[src/rtl/serial_pkg.sv]
// Shared types and helpers for the serial (UART) blocks.
// The PARITY state exists only when SERIAL_OUTPUT_TX_PARITY_EN is defined.
package serial_pkg;

    localparam int FRAME_DATA_BITS = 8;

`ifdef SERIAL_OUTPUT_TX_PARITY_EN
    typedef enum logic [2:0] {IDLE, START, DATA, PARITY, STOP} state_t;
`else
    typedef enum logic [1:0] {IDLE, START, DATA, STOP} state_t;
`endif

    function automatic int clocks_per_bit(input int clock_frequency, input int baud_rate);
        return clock_frequency / baud_rate;
    endfunction

endpackage

[src/rtl/baud_tick_counter.sv]
// Free-running bit-period counter: counts 0..CLOCKS_PER_BIT-1 and pulses tick on the last count.
// Held at zero while clear is high so a new bit period starts cleanly.
module baud_tick_counter #(
    parameter int CLOCKS_PER_BIT = 434
) (
    input  logic clk,
    input  logic rst,
    input  logic clear,
    output logic tick
);

    localparam int COUNT_WIDTH = (CLOCKS_PER_BIT > 1) ? $clog2(CLOCKS_PER_BIT) : 1;
    localparam logic [COUNT_WIDTH-1:0] LAST_COUNT = COUNT_WIDTH'(CLOCKS_PER_BIT - 1);

    logic [COUNT_WIDTH-1:0] count;

    assign tick = (count == LAST_COUNT);

    always_ff @(posedge clk or posedge rst) begin
        if (rst) begin
            count <= '0;
        end else if (clear || tick) begin
            count <= '0;
        end else begin
            count <= count + COUNT_WIDTH'(1);
        end
    end

endmodule

[src/rtl/serial_output_tx.sv]
// UART transmitter: accepts a 16-bit word on a stb/ack handshake and sends its low byte as 8N1.
// Define SERIAL_OUTPUT_TX_PARITY_EN to insert an even-parity bit (8E1).
module serial_output_tx
    import serial_pkg::*;
#(
    parameter int CLOCK_FREQUENCY = 50000000,
    parameter int BAUD_RATE       = 115200
) (
    input  logic        clk,
    input  logic        rst,
    input  logic [15:0] input_in,
    input  logic        input_in_stb,
    output logic        input_in_ack,
    output logic        tx,
    output logic        busy
);

    localparam int         CLOCKS_PER_BIT = clocks_per_bit(CLOCK_FREQUENCY, BAUD_RATE);
    localparam logic [2:0] LAST_BIT       = 3'(FRAME_DATA_BITS - 1);

    state_t     state, state_next;
    logic [2:0] bit_index, bit_index_next;
    logic [7:0] data_byte, data_byte_next;
    logic       tx_next, ack_next, busy_next;
    logic       tick;
    logic       unused_upper_byte;

    assign unused_upper_byte = ^input_in[15:8];

    baud_tick_counter #(
        .CLOCKS_PER_BIT(CLOCKS_PER_BIT)
    ) u_baud (
        .clk  (clk),
        .rst  (rst),
        .clear(state == IDLE),
        .tick (tick)
    );

    // All outputs are registered so ack has no combinational path from stb and tx never glitches.
    always_ff @(posedge clk or posedge rst) begin
        if (rst) begin
            state        <= IDLE;
            bit_index    <= '0;
            data_byte    <= '0;
            tx           <= 1'b1;
            input_in_ack <= 1'b0;
            busy         <= 1'b0;
        end else begin
            state        <= state_next;
            bit_index    <= bit_index_next;
            data_byte    <= data_byte_next;
            tx           <= tx_next;
            input_in_ack <= ack_next;
            busy         <= busy_next;
        end
    end

    always_comb begin
        state_next     = state;
        bit_index_next = bit_index;
        data_byte_next = data_byte;
        tx_next        = tx;
        ack_next       = input_in_ack;
        busy_next      = busy;
        case (state)
            IDLE: begin
                ack_next  = 1'b1;
                tx_next   = 1'b1;
                busy_next = 1'b0;
                if (input_in_stb && input_in_ack) begin
                    data_byte_next = input_in[7:0];
                    ack_next       = 1'b0;
                    busy_next      = 1'b1;
                    tx_next        = 1'b0;
                    bit_index_next = '0;
                    state_next     = START;
                end
            end
            START: begin
                if (tick) begin
                    state_next     = DATA;
                    bit_index_next = '0;
                    tx_next        = data_byte[0];
                end
            end
            DATA: begin
                if (tick) begin
                    if (bit_index == LAST_BIT) begin
`ifdef SERIAL_OUTPUT_TX_PARITY_EN
                        state_next = PARITY;
                        tx_next    = ^data_byte;
`else
                        state_next = STOP;
                        tx_next    = 1'b1;
`endif
                    end else begin
                        bit_index_next = bit_index + 3'd1;
                        tx_next        = data_byte[bit_index + 3'd1];
                    end
                end
            end
`ifdef SERIAL_OUTPUT_TX_PARITY_EN
            PARITY: begin
                if (tick) begin
                    state_next = STOP;
                    tx_next    = 1'b1;
                end
            end
`endif
            STOP: begin
                if (tick) begin
                    state_next = IDLE;
                    tx_next    = 1'b1;
                    busy_next  = 1'b0;
                    ack_next   = 1'b1;
                end
            end
            default: begin
                state_next = IDLE;
            end
        endcase
    end

endmodule

[config.mk]
export PLATFORM = sky130hd
export DESIGN_NAME = serial_output_tx
export DESIGN_NICKNAME = d
export VERILOG_FILES = /design/src/rtl/serial_pkg.sv /design/src/rtl/baud_tick_counter.sv /design/src/rtl/serial_output_tx.sv
export SDC_FILE = /design/constraint.sdc
export NUM_CORES = 1
export LEC_CHECK = 0
export BUFFER_PORTS_ARGS = -buffer_cell sky130_fd_sc_hd__buf_4
export CAP_MARGIN = 25
export CORE_MARGIN = 10
export CORE_UTILIZATION = 48
export CTS_CLUSTER_SIZE = 25
export DETAILED_ROUTE_END_ITERATION = 12
export PLACE_DENSITY = 0.7
export SLEW_MARGIN = 10
export SYNTH_ARGS = -nofsm -noshare
export SYNTH_HDL_FRONTEND = slang
export SYNTH_HIERARCHICAL = 1
export SYNTH_SLANG_ARGS = --single-unit
[constraint.sdc]
create_clock -name clk -period 3 [get_ports clk]
set_clock_uncertainty 0.05 [all_clocks]
set_input_delay 0.3 -clock clk [delete_from_list [all_inputs] [get_ports clk]]
set_output_delay 0.3 -clock clk [all_outputs]
set_load 0.02 [all_outputs]
==> qor.yml <==
cp_num_cells: 6
ir_worst_vdd_v: 0.000515
die_h_um: 72.8
diodes: 0
initial_core_util: 0.494
coreArea_um2: 2710
power_density_nw_per_um2: 907
area_growth_pct: 13.5
fin_crit_ps: 2160
vias: 964
dp_hpwl_um: 1980
detail-route-antenna-nets: 0
cts.sinks: 25
nNetsFinal: 169
ff_latch_area_um2: 627
worstMarginPinSlew_ps: 601
hold_path.class: "in -> reg"
worst_path_most_repeated_cell: "ha_1"
yosys.cell_types.count: 35
clk_pin_slew_worst_paths_ps: 140
n_fill_cell: 252
grt_pass1_vias: 986
hold_violations: 0
netlist_area_um2: 1340
die_x_um: 72.8
use_met1: 0.111
clk_latency_ps: 320
yosysWarnings: 6
synth_area_leaders: "dfrtp_1 (45%), mux2_2 (8.4%), ha_1 (7.5%), mux2i_1 (3.7%), inv_1 (2.8%)"
grt_pass1_wl_um: 4260
grt_usage: 0.0982
wl_per_cell_um: 14.3
top_usage_layer: "met2"
cpPeakStageDelay_ps: 510
io_buffers: 13
ios: 22
critical_path_class: "reg -> reg"
drcViolationCount: 0
maxCapViolCount: 0
critPathLaunchType: "register"
grt_util_met3: 0.0218
synth_flop_cell: "dfrtp_1"
cts_resized: 0
cts_buffers: 3
fmax_ghz: 0.464
cts_root_buf: "clkbuf_4"
grt_setup_unrepaired: "false"
die-area_um2: 5300
crit_chain: "ha_1 -> ha_1 -> mux4_2 -> or2_1 -> a31oi_1 -> o211ai_1"
cts_tree: "yes"
htree_levels: 1
ys_seq_area_frac: 0.468
drt_wl_total_um: 2460
syn_avg_cell_area_um2: 11.0
final-max-slew-violation-count: 0
place_congestion: 0.792
worstSetupStartpoint: "bit_index[0]"
holdPathStages: 2
met2_usage: 0.173
crit_slowest_cell: "mux4_2"
firstDrtPassIters: 4
total_leakage_power_nw: 0.681
yosys.area.top_type_share: 0.448
crit_fanout: 6
yosys.area.top_type: "dfrtp_1"
overflow: 0
synth_nets: 149
drt-initial-drc-count: 55
cp.buffers_inverters: 0
timing.rr.start: "bit_index[0]"
r2r_cells: 6
report.power.total_mw: 1.38
setup_viol: 0
num_rows: 19
multi_input_area_um2: 676
crit_path_end_kind: "register"
crit_family: "adder cells"
vias_per_cell: 5.60
synth_async_sr_flop_share: 1.00
grt_max_degree: 17
netlist_instances: 122
synth-edff-count: 0
outcome: "complete, no violations"
worstPathRequired_ps: 3200
period_share: 0.719
antenna_found_initial: 0
slew_headroom: 0.599
drive_above_1_share: 0.234
finalSetupTns_ps: 0
worstHoldStart: "input_in[0]"
clockBufferDepth: 2
arrival_ps: 2360
yosys_register_bits: 25
hold_ws_ps: 156
worst paths after layout:
kind | end | slack (ps)
min in group asynchronous | u_baud/count[8] | 440
worst max-delay path | tx | 840
worst min register to register | tx | 460
max in group asynchronous | bit_index[2] | 1960
worst min-delay path | data_byte[0] | 160
worst max register to register | tx | 840
stage by stage:
step	std cells	area, um2	util	setup WS, ps
after floorplan	122	1340	-	928
after global placement	167	1480	0.548	839
after detailed placement	167	1480	0.548	844
after CTS	172	1520	0.561	827
after global routing	172	1520	0.561	719
final	172	1520	0.561	844
cell families after synthesis:
group	synth area share
compound gates	0.101
xor+xnor	0.0196
fa+ha+maj	0.0747
buf+inv	0.0280
flops	0.468
mux	0.138
simple gates	0.171
report_power, final:
| part | internal [mW] | total, mW | switching [mW] |
|---|---|---|---|
| registers | 0.475 | 0.589 | 0.114 |
| logic | 0.325 | 0.641 | 0.316 |
| clock network | 0.0499 | 0.150 | 0.101 |
routing by layer:
| layer | wire length (um) | vias up |
|---|---|---|
| li1 | - | 480 |
| met1 | 1050 | 474 |
| met2 | 1320 | 8 |
| met3 | 80 | 2 |
| met4 | 14 | 0 |
| met5 | 0 | - |
layout by cell type, fill, tap and decap left out, types with 2 or more instances in the layout:
master,Yosys,final
dfrtp_1,24,24
buf_4,0,14
mux2_2,10,10
nand2_1,10,10
inv_1,10,10
nor2_1,9,9
ha_1,8,8
nand3_1,6,6
mux2i_1,5,5
a31oi_1,4,4
nor2b_1,3,3
nor3_1,3,3
o211ai_1,3,3
clkbuf_4,0,3
nand2b_1,2,2
o21ai_0,2,2
or3_1,2,2
xor2_1,2,2
sequential cells by signal (all words and copies together) (netlist names):
register and count:
tx 1, u_baud/count 9, bit_index 3, input_in_ack 1
busy 1, data_byte 8, state 2
what timing repair did:
item,CTS,global route
hold buffers,1,0
setup buffers,0,0
hold endpoints to repair,9,0
Yosys cell counts (2+ instances only):
cell	instances
or3_1	2
inv_1	10
xor2_1	2
nor3_1	3
nand2b_1	2
dfrtp_1	24
mux2_2	10
nor2b_1	3
o211ai_1	3
ha_1	8
o21ai_0	2
a31oi_1	4
nand3_1	6
nand2_1	10
mux2i_1	5
nor2_1	9
area by class of cell:
cell class,count,area share
multi-input cells,87,0.444
clock buffers,3,0.0148
clock inverters,1,0.00329
repair buffers,15,0.0757
inverters,10,0.0247
flip-flops and latches,25,0.412
well taps,31,0.0255
(Power assumes the default switching activity.)
